## config.mk

```make
export PLATFORM = sky130hd
export DESIGN_NAME = ahb_burst_master
export DESIGN_NICKNAME = d
export VERILOG_FILES = /design/src/rtl/ahb_burst_master.sv
export SDC_FILE = /design/constraint.sdc
export NUM_CORES = 1
export LEC_CHECK = 0
export CORE_MARGIN = 10
export CORE_UTILIZATION = 50
export CTS_BUF_LIST = sky130_fd_sc_hd__clkbuf_4
export DETAILED_ROUTE_END_ITERATION = 7
export DONT_BUFFER_PORTS = 1
export PLACE_DENSITY = 0.63
export SYNTH_ARGS = -nofsm -noshare
export SYNTH_HDL_FRONTEND = slang
export SYNTH_SLANG_ARGS = --single-unit
```

## constraint.sdc

```tcl
create_clock -name HCLK -period 9.8 [get_ports HCLK]
set_input_delay 1.96 -clock HCLK [delete_from_list [all_inputs] [get_ports HCLK]]
set_output_delay 1.96 -clock HCLK [all_outputs]
set_load 0.1 [all_outputs]
```

## src/rtl/ahb_burst_master.sv

```systemverilog
// AHB-lite burst master: turns command/data requests into NONSEQ/SEQ/BUSY bursts with a write-data FIFO.
// Define AHB_BURST_1KB_CHECK_EN to reject INCR-family bursts that would cross a 1 KB boundary.
module ahb_burst_master #(
    parameter int DATA_WIDTH = 32,
    parameter int FIFO_DEPTH = 16
) (
    input  logic                  HCLK,
    input  logic                  HRESET,
    input  logic                  cmd_valid,
    output logic                  cmd_ready,
    input  logic [31:0]           cmd_addr,
    input  logic                  cmd_write,
    input  logic [1:0]            cmd_size,
    input  logic [2:0]            cmd_burst,
    input  logic [4:0]            cmd_len,
    input  logic                  wdata_valid,
    output logic                  wdata_ready,
    input  logic [DATA_WIDTH-1:0] wdata,
    output logic                  rdata_valid,
    output logic [DATA_WIDTH-1:0] rdata,
    output logic                  rdata_err,
    output logic                  rdata_last,
    output logic                  done,
    output logic                  err,
    output logic [31:0]           PADDR,
    output logic                  PWRITE,
    output logic [1:0]            PSIZE,
    output logic [1:0]            PTRANS,
    output logic [2:0]            PBURST,
    output logic [DATA_WIDTH-1:0] PWDATA,
    input  logic                  PREADY,
    input  logic                  PRESP,
    input  logic [DATA_WIDTH-1:0] PRDATA
);

    localparam int AW = $clog2(FIFO_DEPTH);
    localparam int CW = AW + 1;

    localparam logic [1:0] T_IDLE   = 2'd0;
    localparam logic [1:0] T_BUSY   = 2'd1;
    localparam logic [1:0] T_NONSEQ = 2'd2;
    localparam logic [1:0] T_SEQ    = 2'd3;

    typedef enum logic [2:0] {S_IDLE, S_ADDR, S_DRAIN, S_ABORT, S_DONE} state_t;

    state_t state, state_next;

    logic [DATA_WIDTH-1:0] mem [FIFO_DEPTH];
    logic [AW-1:0] wr_ptr, rd_ptr;
    logic [CW-1:0] count, count_next;
    logic push, pop, fifo_full, fifo_empty;

    logic        cmd_fire, cmd_reject, misaligned, crosses_1kb;
    logic [4:0]  cmd_beats;
    logic [4:0]  beats_total, beat_cnt;
    logic        dp_active, dp_write, dp_last, err_flag;
    logic        addr_accept, last_beat;
    logic [31:0] addr_inc, wrap_mask, next_addr;

    assign fifo_full   = (count == CW'(FIFO_DEPTH));
    assign fifo_empty  = (count == '0);
    assign push        = wdata_valid && wdata_ready;
    assign addr_accept = (state == S_ADDR) && PREADY && PTRANS[1];
    assign pop         = addr_accept && PWRITE;
    assign count_next  = count + CW'(push) - CW'(pop);
    assign last_beat   = (beat_cnt == beats_total - 5'd1);

    always_comb begin
        cmd_ready   = (state == S_IDLE) && !HRESET && (!cmd_write || !fifo_empty);
        wdata_ready = !fifo_full && !HRESET;
        done        = (state == S_DONE);
        err         = (state == S_DONE) && err_flag;
    end

    always_comb begin
        cmd_fire = cmd_valid && cmd_ready;
        case (cmd_burst)
            3'd0:       cmd_beats = 5'd1;
            3'd1:       cmd_beats = (cmd_len == 5'd0) ? 5'd1 : cmd_len;
            3'd2, 3'd3: cmd_beats = 5'd4;
            3'd4, 3'd5: cmd_beats = 5'd8;
            default:    cmd_beats = 5'd16;
        endcase
        misaligned = (cmd_size == 2'd3) ||
                     (cmd_size == 2'd1 && cmd_addr[0]) ||
                     (cmd_size == 2'd2 && cmd_addr[1:0] != 2'b00);
`ifdef AHB_BURST_1KB_CHECK_EN
        begin
            logic [31:0] last_addr;
            last_addr   = cmd_addr + ((32'(cmd_beats) - 32'd1) << cmd_size);
            crosses_1kb = (cmd_burst == 3'd0 || cmd_burst[0]) &&
                          (last_addr[31:10] != cmd_addr[31:10]);
        end
`else
        crosses_1kb = 1'b0;
`endif
        cmd_reject = misaligned || crosses_1kb;
    end

    // WRAP bursts keep the upper address bits and wrap the low bits within beats*size bytes
    always_comb begin
        addr_inc  = 32'd1 << PSIZE;
        wrap_mask = (32'(beats_total) << PSIZE) - 32'd1;
        if (PBURST != 3'd0 && !PBURST[0])
            next_addr = (PADDR & ~wrap_mask) | ((PADDR + addr_inc) & wrap_mask);
        else
            next_addr = PADDR + addr_inc;
    end

    always_ff @(posedge HCLK) begin
        if (HRESET)
            state <= S_IDLE;
        else
            state <= state_next;
    end

    always_comb begin
        state_next = state;
        case (state)
            S_IDLE:  if (cmd_fire) state_next = cmd_reject ? S_DONE : S_ADDR;
            S_ADDR: begin
                if (PREADY) begin
                    if (dp_active && PRESP)
                        state_next = S_ABORT;
                    else if (addr_accept && last_beat)
                        state_next = S_DRAIN;
                end
            end
            S_DRAIN: if (PREADY) state_next = PRESP ? S_ABORT : S_DONE;
            S_ABORT: if (!dp_active || PREADY) state_next = S_DONE;
            S_DONE:  state_next = S_IDLE;
            default: state_next = S_IDLE;
        endcase
    end

    always_ff @(posedge HCLK) begin
        if (push)
            mem[wr_ptr] <= wdata;
    end

    always_ff @(posedge HCLK) begin
        if (HRESET) begin
            PADDR       <= '0;
            PWRITE      <= 1'b0;
            PSIZE       <= 2'd2;
            PTRANS      <= T_IDLE;
            PBURST      <= 3'd0;
            PWDATA      <= '0;
            rdata_valid <= 1'b0;
            rdata       <= '0;
            rdata_err   <= 1'b0;
            rdata_last  <= 1'b0;
            wr_ptr      <= '0;
            rd_ptr      <= '0;
            count       <= '0;
            beats_total <= 5'd1;
            beat_cnt    <= '0;
            dp_active   <= 1'b0;
            dp_write    <= 1'b0;
            dp_last     <= 1'b0;
            err_flag    <= 1'b0;
        end else begin
            rdata_valid <= 1'b0;
            count       <= count_next;
            if (push)
                wr_ptr <= wr_ptr + AW'(1);
            if (pop) begin
                rd_ptr <= rd_ptr + AW'(1);
                PWDATA <= mem[rd_ptr];
            end
            if (cmd_fire) begin
                err_flag    <= cmd_reject;
                beats_total <= cmd_beats;
                beat_cnt    <= '0;
                dp_active   <= 1'b0;
                if (!cmd_reject) begin
                    PADDR  <= cmd_addr;
                    PWRITE <= cmd_write;
                    PSIZE  <= cmd_size;
                    PBURST <= cmd_burst;
                    PTRANS <= T_NONSEQ;
                end
            end
            // Everything on the bus advances only when the slave is ready
            if (PREADY && (state == S_ADDR || state == S_DRAIN || state == S_ABORT)) begin
                if (dp_active && !dp_write && state != S_ABORT) begin
                    rdata_valid <= 1'b1;
                    rdata       <= PRDATA;
                    rdata_err   <= PRESP;
                    rdata_last  <= dp_last;
                end
                dp_active <= addr_accept;
                dp_write  <= PWRITE;
                dp_last   <= last_beat;
                if (dp_active && PRESP && state != S_ABORT) begin
                    PTRANS   <= T_IDLE;
                    err_flag <= 1'b1;
                end else if (addr_accept) begin
                    beat_cnt <= beat_cnt + 5'd1;
                    if (last_beat) begin
                        PTRANS <= T_IDLE;
                    end else begin
                        PADDR  <= next_addr;
                        PTRANS <= (PWRITE && count_next == '0) ? T_BUSY : T_SEQ;
                    end
                end else if (state == S_ADDR && PTRANS == T_BUSY && count_next != '0) begin
                    PTRANS <= T_SEQ;
                end
            end
        end
    end

endmodule

```

Word level (Yosys, flattened, before mapping)
Memory sizes are Yosys's and may differ from the RTL's. A register that Yosys moved wholly into a read port is not among the register bits.
Index checks and enable logic that the tools add are counted.
Cells by class
  reductions and logical operators: 49
  muxes and demuxes: 38
  add/subtract/negate cells: 8
  shifts and indexed selects: 2
  equal/unequal tests: 21
  bitwise logic cells: 6
Operator list (count)
  2-to-1 mux 32 bit: 7
  bitwise AND 32 bit: 2
  adder 32 bit: 1
  NOT 32 bit: 1
  OR 32 bit: 1
  left shift 1 x 2 -> 32 bit, first input constant: 1
  left shift 5 x 2 -> 32 bit: 1
  subtractor 32 x 1 -> 32 bit, second input constant: 1
  2-to-1 mux 5 bit: 5
  2-to-1 mux 3 bit: 8
  logical AND 1 bit: 21
  case mux 5 bit (4 select lines): 1
  2-to-1 mux 2 bit: 8
  logical NOT 5 bit: 3
  equality test 3 x 2 -> 1 bit, second input constant: 4
  case mux 3 bit (4 select lines): 1
  equality test 3 bit, second input constant: 3
  adder 4 x 1 -> 4 bit, second input constant: 2
  2-to-1 mux 1 bit: 8
  inequality test 2 bit, second input constant: 4
  logical NOT 1 bit: 7
  equality test 3 x 1 -> 1 bit, second input constant: 2
  logical NOT 3 bit: 2
  logical OR 1 bit: 6
  17 further kinds: 24
Storage, ports and cells
  RAM bits: 512
  flip-flop bits (word level): 105
  memories kept: 1
  bits of input ports: 113
Memory list
  mem: words 16, bits a word 32, rd ports 1, clocked after Yosys merged registers in 1, write ports 1, line 48  | logic [DATA_WIDTH-1:0] mem [FIFO_DEPTH];

Depth between registers and ports, before layout
Gate-level depths: netlist of the first run.
  depth in word-level cells: 13
  mapped depth: 17
  mapped depth without buffers: 16

Least setup slack after synthesis of the first run
No wires, ideal clock.
  kind: in2reg
  start point: input port HRESET
  end point: memory mem[3][0], enable pin
  slack: 2.957 ns
  data arrival time: 6.382 ns
  setup time: 0.461 ns
  stages on the path: 5
  path buffers: 1
  path through: a21oi_1 -> and2_1 -> clkbuf_1 -> nand2_1 -> nor3_1
On the way
  cells in the longest elaborated chain, start to end: 5
Ends and longest elaborated chain
  start: declaration: line 8  | input logic HRESET,
  logical NOT 1 bit: line 70  | wdata_ready = !fifo_full && !HRESET;
  logical AND 1 bit: line 70
  logical AND 1 bit: line 62  | assign push = wdata_valid && wdata_ready;
  2-to-1 mux 1 bit: line 137  | if (push)
  2-to-1 mux 1 bit (not written as such): line 138  | mem[wr_ptr] <= wdata;
  end: declaration: line 48
No other way between the ends.

Final worst setup path of the first run
  start point: input port HRESET
  end point: output port cmd_ready
On the way
  cells in the longest elaborated chain, start to end: 3
Ends and longest elaborated chain
  logical NOT 1 bit: line 69  | cmd_ready = (state == S_IDLE) && !HRESET && (!cmd_write || !fifo_empty);
  logical AND 1 bit (2 in a row): line 69
  end: declaration: line 10  | output logic cmd_ready,
No other way between the ends.

==> results of run 1 <==
## power by group through the flow
stage,clock [mW],combinational (mW),sequential [mW]
2_1_floorplan,0,0.194,3.16
3_3_place_gp,0,0.244,3.16
3_5_place_dp,0,0.247,3.16
4_1_cts,2.44,0.249,3.11
5_1_grt,2.60,0.271,3.11
6_report,2.37,0.248,3.11
## kinds of logic after synthesis
kind of cell    after synthesis
compound gates              224
xor+xnor                     24
fa+ha+maj                    21
buf+inv                     116
flops                       649
mux                         163
simple gates                420
## sequential cells by signal, summed over array words and instances, names as in the netlist, 2 cells and up, named ones only
register	flops
PBURST	3
PWDATA	32
mem	512
beat_cnt	5
wr_ptr	4
PTRANS	2
rd_ptr	4
PSIZE	2
beats_total	5
rdata	32
count	5
state	3
## path summary, 6_finish.rpt
path                endpoint  slack, ns  cells past startpoint
setup reg to reg   PTRANS[1]       5.31                     14
hold / removal    rdata_last       0.46                      2
hold reg to reg   rdata_last       0.46                      2
setup / recovery   cmd_ready       4.78                      3
## routing by layer
metal  share of wire, %  global-route usage, %
met5                  0                      0
met4                2.3                   7.50
met3                9.0                   7.25
met2                 49                   31.2
met1                 39                   23.2
## per-stage QoR
step	hold slack, ns	setup WS (ns)	power, mW	std cells	utilization, %
5_1_grt	0.486	4.79	5.98	2544	56.6
3_3_place_gp	0.443	4.50	3.41	2236	52.3
2_1_floorplan	0.432	2.96	3.35	1617	-
4_1_cts	0.460	4.88	5.80	2540	56.6
6_report	0.461	4.78	5.73	2546	56.7
3_5_place_dp	0.450	4.39	3.41	2236	52.3
## Yosys cell counts (all sizes together), types with 19 or more instances
cell / instances / area share [%]
o21ai: 27 / 0.52
ha: 19 / 0.91
buf: 37 / 0.76
inv: 24 / 0.34
dfxtp: 137 / 11
a21oi: 110 / 2.1
clkbuf: 55 / 0.80
mux4: 160 / 14
edfxtp: 512 / 59
nor2: 71 / 1.0
nand2: 211 / 3.0
nand3: 25 / 0.52
nor3: 21 / 0.42
## worst min-delay path, stage by stage (launching register included)
cell	delay, ns
dfxtp_1	0.31
nand2_1	0.05
a21oi_1	0.05
## final cells by class
type,instances,share of cell area [%]
Antenna cell,6,0.0514
Clock buffer,251,6.46
Clock inverter,53,1.19
Inverter,24,0.309
Multi-Input combinational cell,852,26.1
Sequential cell,649,62.1
Tap cell,680,2.92
Timing Repair Buffer,31,0.840
==> impl_results.md, run 1 <==
* CP max-delay cell: a311oi_4
* Reg area at roughly 18,000 sq um
* P_int at between 4 and 5 mW
* Critical hold path startpoint: dp_last
* Antenna violations before repair at 2
* Post-Syn Area at about 26,000 sq um
* Tmin final at 5.02 ns
* Commonest non-fill, non-tap cells in the layout: edfxtp_1, clkbuf_4, nand2_1
* DRC viols at 0
* IO Count at 224
* Psw at around 1.3 mW
* Worst-Margin Slew at 1.32 ns
* First-pass GRT wire length at 91.7 mm
* Die area at between 60,000 and 70,000 sq um
* Flop pwr share at a little over half
* Dpl hpwl at 35.0 mm
* Critical Path Source: HRESET
* Critical Path RT at between 7 and 8 ns
* Final TNS setup at 0 ns
* Vias per cell at between 5 and 6
* Total number of vias at ~15,000
* XOR/XNOR share of the synthesized area at 0.805%
* Main flop type after synthesis: edfxtp_1
* Final hold violation count at 0
* Worst EP arrival at a little over 3 ns
* Layout cells sized above 1 at roughly 27%
* Worst Setup End Kind: primary output
* Max-cap viol count at 0
* Post-synth EDFFs at 512
* Slew Limit Fails at 0
* CTS tree: done
* Worst ir drop on vdd at ~0.00013 V
* Synth Area in Compound Gates at 5.48%
* Synthesis-to-finish area growth at 11.7%
* YS warnings at 0
* Placed Area at ~27,000 sq um
* Row Count at between 80 and 90
* Drt wl/cell at 23.4 um
* Most common library cell in the layout ignoring fill and taps: edfxtp_1
* Clock root buffer: clkbuf_4
* Final GP Congestion at 0.846
* Hold Crit Class: reg -> reg
* PwrDens at 196 nW/um^2
* Port Buf Inserts at 0
* Multi-input logic area at 7620 sq um
* Crit start category: input pin
* CP max FO at about 130
* Postcts setup bufs at 0
* Worst r2r src: PTRANS[1]
* Core area at between 50,000 and 60,000 sq um
* Fillers at between 4,000 and 5,000
* All-layer global routing usage at between 10% and 20%
* Cts repair resizes at 0
* Synthesized area per cell at approximately 16 sq um
* Vias in the first global route at around 15,000
* Critical path type: in -> out
* Pre-antenna DRT Iters at 6
* Post-synthesis net count at about 1,800
* Chip width at ~250 um
* H-tree depth at 4
* Outcome: finished, final reports clean
* Fmax at 0.199 GHz
* Worst Path Buf+Inv at 1
* Mapped Cells at between 1,500 and 2,000
* Combinational power share at 4.3%
* Largest net degree at the start of global routing at ~130
* Period utilization at approximately 51%
* 1st-iter DRT viols at 1,158
* Post-Synth Adder-Cell Area at around 1.1%
* Clk pwr share at 41.4%
* Async set-reset flop share out of synthesis at 0%
* Largest family of logic cells by synthesized area: multiplexers
* Inserted Clock Buffers at 165
* Slew margin rel. at between 10% and 20%
* Static leakage at 9.15 nW
* Portion of netlist area occupied by mux cells at 13.9%
* Hold_buf cts at 0
* Post-synthesis cell type count at 81
* Finished Cell Area at 29,200 sq um
* Nets at around 1,900
* Die height at between 200 and 250 um
* Sequential-to-total area share from yosys stat at a little under 70%
* Clk pin slew, worst setup/hold paths at roughly 0.07 ns
* Unrepaired setup endpoints after global routing: no
* Post-route ant nets at 0
* Clk buf depth at 3
* Clock sinks at 649
* Clock insertion delay at the later pin of the skew report at ~1 ns
* Endpoints failing setup at 0
* FF+latch count, synth at roughly 650
* Clock Skew at ~0.058 ns
* Simple logic cell fraction of the synthesized area at under 10%
* Starting Density at between 50% and 60%
* Worst path top cell family by delay: compound AO/OA/AOI/OAI gates
* WL final at about 60 mm
* Sw Share at 23.4%
* Worst path max stage delay at around 0.37 ns
* GRT overflow at 0
* Critical-path cell list: or2_1, a311oi_4, buf_4
(Power assumes the default switching activity.)
==> run 2, diff against run 1 <==
clock period = 5.1 ns   (was 9.8 ns; I/O delays follow)
==> run 2 against run 1 <==
Against the previous run:
- flip-flop and latch count unchanged
- final area increased by 2.4%
- final cell count increased by 2.5%
- global-route usage increased by 1.8 points
- clock skew increased by 0.0055 ns
- count of clock-buffer cells in the layout increased by 15
- sequential power increased by 91%
- clock power increased by 99%
- register-to-register slack got worse by 4.0 ns
- total power increased by 96%
==> impl_results.md, run 2 (synthesized netlist as in run 1, its figures left out) <==
* Clock sinks at 649
* Flop pwr share at approximately 53%
* Slew margin rel. at a little over an eighth
* Psw at 2.65 mW
* Worst path top cell family by delay: adder cells
* Worst EP arrival at approximately 4.7 ns
* Clock insertion delay at the later pin of the skew report at about 1.0 ns
* Row Count at 83
* Dpl hpwl at 38.6 mm
* Largest register FFs at 512
* P_int at about 8.6 mW
* R2r setup slk at 1.34 ns
* Fmax at about 0.27 GHz
* Drt wl/cell at 25.1 um
* PwrDens at 376 nW/um^2
* Largest net degree at the start of global routing at between 100 and 150
* CP max-delay cell: and2_1
* Die height at between 200 and 250 um
* Post-route ant nets at 0
* Clk pin slew, worst setup/hold paths at around 0.06 ns
* Clk pwr share at a little over two fifths
* Postcts setup bufs at 0
* Crit start category: flip-flop
* Total number of vias at approximately 15,000
* Hold Crit Class: in -> reg
* H-tree depth at 4
* Final TNS setup at 0 ns
* Worst Setup End Kind: flip-flop
* Layout cells sized above 1 at ~28%
* Commonest non-fill, non-tap cells in the layout: edfxtp_1, clkbuf_4, nand2_1
* Pre-antenna DRT Iters at 8
* Die area at a little over 60,000 sq um
* FF-to-FF End: PTRANS[1]
* First-pass GRT wire length at 99.3 mm
* CP max FO at 9
* Starting Density at between 50% and 60%
* Nets at between 1,500 and 2,000
* Crit path capture: PTRANS[1]
* Hold slack at 0.103 ns
* Period utilization at 73.8%
* All-layer global routing usage at roughly a fifth
* Synthesis-to-finish area growth at 14.4%
* Port Buf Inserts at 0
* Critical Path RT at around 6 ns
* Endpoints failing setup at 0
* Worst Path Buf+Inv at 4
* Worst path max stage delay at between 0.4 and 0.5 ns
* Inserted Clock Buffers at 169
* 1st-iter DRT viols at between 1,000 and 1,500
* Chip width at between 200 and 250 um
* Largest register by flop count: mem
* DRC viols at 0
* Vias per cell at about 5.9
* Vias in the first global route at 15,935
* Slew Limit Fails at 0
* Core area at roughly 52,000 sq um
* Most common library cell in the layout ignoring fill and taps: edfxtp_1
* Antenna violations before repair at 3
* Critical path depth in cells at 17
* Clock root buffer: clkbuf_4
* GRT overflow at 0
* Clk buf depth at 3
* Sw Share at 23.6%
* IO Count at 224
* Unrepaired setup endpoints after global routing: no
* Outcome: finished, final reports clean
* Combinational power share at 5.1%
* Clock Skew at approximately 0.064 ns
* Critical Path Source: count[2]
* WL final at between 60 and 70 mm
* Critical-path cell list: inv_1, ha_1, nor3b_1, a21oi_2, buf_4, and2_1, inv_1, ha_1, inv_1, ha_1, fa_1, a21oi_1, nor2_1, nor2_1, xnor2_1, a41o_1, a221oi_1
* Static leakage at around 9.4 nW
* Critical path type: reg -> reg
* Total power draw at 11.2 mW
* Worst-Margin Slew at approximately 1.3 ns
* Tmin final at 3.76 ns
* Final GP Congestion at 0.875
* Max-cap viol count at 0
* Worst ir drop on vdd at between 0.0002 and 0.00025 V
* Top Registers: mem: 512 flops, PWDATA: 32 flops, rdata: 32 flops
* Final hold violation count at 0
* CTS tree: done
* Worst r2r src: count[2]
* Reg2reg path depth at 17
-- run 2: how the worst min path moves through the flow --
stage	start	to	slack, ns	cells after the start
floorplan	dp_last	rdata_last	0.43	2
global placement	dp_last	rdata_last	0.44	2
detailed placement	dp_last	rdata_last	0.45	2
CTS	wdata[10]	mem[9][10]	0.00001	0
global route	wdata[23]	mem[4][23]	0.04	0
finish	wdata[10]	mem[9][10]	0.10	0
-- run 2: layout make-up --
| cell class | count | area, sq um |
|---|---|---|
| clock buffers | 266 | 2000 |
| well taps | 680 | 851 |
| fillers | 4019 | 21600 |
| multi-input cells | 852 | 7650 |
| inverters | 24 | 90.1 |
| clock inverters | 48 | 320 |
| flip-flops and latches | 649 | 18100 |
| diodes | 6 | 15.0 |
| repair buffers | 84 | 833 |
-- run 2: per-layer routing --
layer,wire (um),up-vias,GRT usage [%],part of all wire [%]
met2,32100,660,33.5,49
met5,0,-,0,0
met3,6200,81,7.78,9.5
met4,1130,0,7.26,1.7
li1,-,6796,-,-
met1,26200,7902,26.2,40
-- run 2: timing repair --
item | CTS | global route
hold buffers | 39 | 0
endpoints found under the hold margin | 236 | 0
resized for setup | 0 | 0
-- run 2: metrics by stage --
stage	utilization, %	setup slack (ns)	cells	instance area, sq um
after floorplan	-	0.0516	1617	26100
after global placement	52.7	1.20	2250	27100
after detailed placement	52.7	1.14	2250	27100
after CTS	58.0	1.33	2603	29900
after global routing	58.0	1.07	2606	29900
final	58.0	1.34	2609	29900
-- run 2: power groups by stage --
stage / registers, mW / logic [mW] / clock network [mW]
2_1_floorplan: 6.07 / 0.374 / 0
3_3_place_gp: 6.05 / 0.508 / 0
3_5_place_dp: 6.05 / 0.513 / 0
4_1_cts: 5.94 / 0.575 / 4.85
5_1_grt: 5.95 / 0.616 / 5.14
6_report: 5.94 / 0.574 / 4.72
==> run 3, diff against run 2 <==
clock period = 3.6 ns   (was 5.1 ns; I/O delays follow)
==> run 3 against run 2 <==
Against the previous run:
- clock skew fell by 0.0057 ns
- worst hold slack better by 0.010 ns
- count of clock-buffer cells in the layout shrank 16
- first-iteration DRC count grew 9.4%
- largest power group unchanged
- highest routed layer is now met5
==> impl_results.md, run 3 (synthesized netlist as in run 1, its figures left out) <==
* Hold slack at between 0.1 and 0.15 ns
* CP max FO at 5
* Die area at about 62,000 sq um
* Total power draw at ~16 mW
* Worst setup margin at approximately 0.32 ns
* Worst r2r src: beats_total[0]
* Vias per cell at around 5.8
* P_int at about 12 mW
* Worst Setup End Kind: primary output
* Clk pin slew, worst setup/hold paths at approximately 0.060 ns
* Psw at 3.75 mW
* Post-route ant nets at 0
* Die height at roughly 250 um
* Worst path max stage delay at between 0.3 and 0.4 ns
* Final TNS setup at 0 ns
* First-pass GRT wire length at about 99 mm
* Inserted Clock Buffers at approximately 170
* Largest register by flop count: mem
* Crit start category: flip-flop
* Slew Limit Fails at 0
* Sw Share at about a quarter
* Hold depth at 4
* Hold Crit Class: in -> reg
* Largest net degree at the start of global routing at roughly 130
* Post-route insts no fill at 2,705
* Static leakage at 9.94 nW
* Final GP Congestion at between 0.8 and 0.9
* Antenna violations before repair at 6
* Fmax at about 0.30 GHz
* Slew margin rel. at between 20% and 30%
* Final hold violation count at 0
* WL final at about 65 mm
* CP max-delay cell: a311oi_4
* Setup Slack @ Placement at 0.503 ns
* CTS tree: done
* 1st-iter DRT viols at 1,286
* Critical-path cell list: inv_1, ha_1, nor3b_1, buf_4, a311oi_4, buf_4
* Clock root buffer: clkbuf_4
* Total number of vias at ~16,000
* Outcome: finished, final reports clean
* Final core occ at 60.0%
* Clk buf depth at 3
* Layout cells sized above 1 at 28.2%
* Unrepaired setup endpoints after global routing: no
* Port Buf Inserts at 0
* Worst EP arrival at 2.56 ns
* Max-cap viol count at 0
* Top Registers: mem: 512 flops, PWDATA: 32 flops, rdata: 32 flops
* Reg2reg path depth at 10
* Clock insertion delay at the later pin of the skew report at roughly 1 ns
* Finished Cell Area at 30,900 sq um
* Critical Path RT at roughly 2.9 ns
* Tmin final at about 3.3 ns
* Endpoints failing setup at 0
* Drt wl/cell at between 20 and 25 um
* Worst-Margin Slew at ~1.1 ns
* Critical path type: reg -> out
* Starting Density at 50.7%
* Pre-antenna DRT Iters at 6
* Combinational power share at 7.1%
* IO Count at about 220
* GRT overflow at 0
* Most common cell on crit path: buf_4
* Placed Area at 27,600 sq um
* Hold EP: beats_total[3]
* Core area at 51,500 sq um
* Vias in the first global route at 16,235
* PwrDens at around 500 nW/um^2
* Nets at between 2,000 and 2,500
* Most common library cell in the layout ignoring fill and taps: edfxtp_1
* Commonest non-fill, non-tap cells in the layout: edfxtp_1, clkbuf_4, nand2_1
* Chip width at 249 um
* Worst ir drop on vdd at 0.000262 V
* Synthesis-to-finish area growth at 18.3%
* R2r setup slk at about 0.47 ns
* All-layer global routing usage at 20.9%
* Row Count at 83
* Largest register FFs at ~500
* Placed cell count at approximately 2,300
* Clk pwr share at 40.2%
* Clock sinks at approximately 650
* DRC viols at 0
* Postcts setup bufs at 0
* Clock Skew at around 0.06 ns
* H-tree depth at 4
* Critical hold path startpoint: cmd_len[3]
* Dpl hpwl at ~38 mm
* Flop pwr share at a little over half
* Period utilization at 91.2%
* Worst path top cell family by delay: buffers and inverters
* Worst Path Buf+Inv at 3
## run 3: repair_timing
| action | in CTS | in global routing |
|---|---|---|
| endpoints found under the hold margin | 647 | 0 |
| hold buffers | 108 | 0 |
| endpoints found under the setup margin | 0 | 1 |
| resized for setup | 0 | 1 |
## run 3: power by group through the flow
stage / logic, mW / registers (mW) / clock network, mW
after detailed placement: 0.916 / 8.45 / 0
after global placement: 0.906 / 8.44 / 0
after CTS: 1.12 / 8.28 / 6.52
after global routing: 1.19 / 8.29 / 6.93
after floorplan: 0.536 / 8.60 / 0
final: 1.12 / 8.28 / 6.32
## run 3: worst min-delay path, cell delays in order
cell and delay, ns:
a21oi_1 0.05, nor3_1 0.15, a21oi_1 0.06, nor2_1 0.08
## run 3: final cells by class
class                      instances  area [sq um]
antenna                            5          12.5
clock buffer                     250          1880
clock inverter                    48           285
fill                            3951         20600
inverter                          24          90.1
multi-input combinational        852          7650
sequential                       649         18100
tap                              680           851
timing repair buffer             197          1990
## run 3: metal layers
layer  global-route usage, %  routed length [um]  vias up
li1                        -                   -     6996
met1                    25.2               25700     8024
met2                    34.4               32800      644
met3                    7.48                5410      119
met4                    6.63                1240        6
met5                       0                  34        -
## run 3: worst max-delay path by stage
stage	from	to	slack, ns	depth (start not counted)
final	count[2]	cmd_ready	0.32	6
after CTS	count[2]	cmd_ready	0.17	6
after detailed placement	count[2]	PTRANS[1]	0.50	17
after global routing	count[2]	cmd_ready	0.12	6
after global placement	count[2]	PTRANS[1]	0.55	17
after floorplan	count[2]	mem[15][0]	-0.07	8
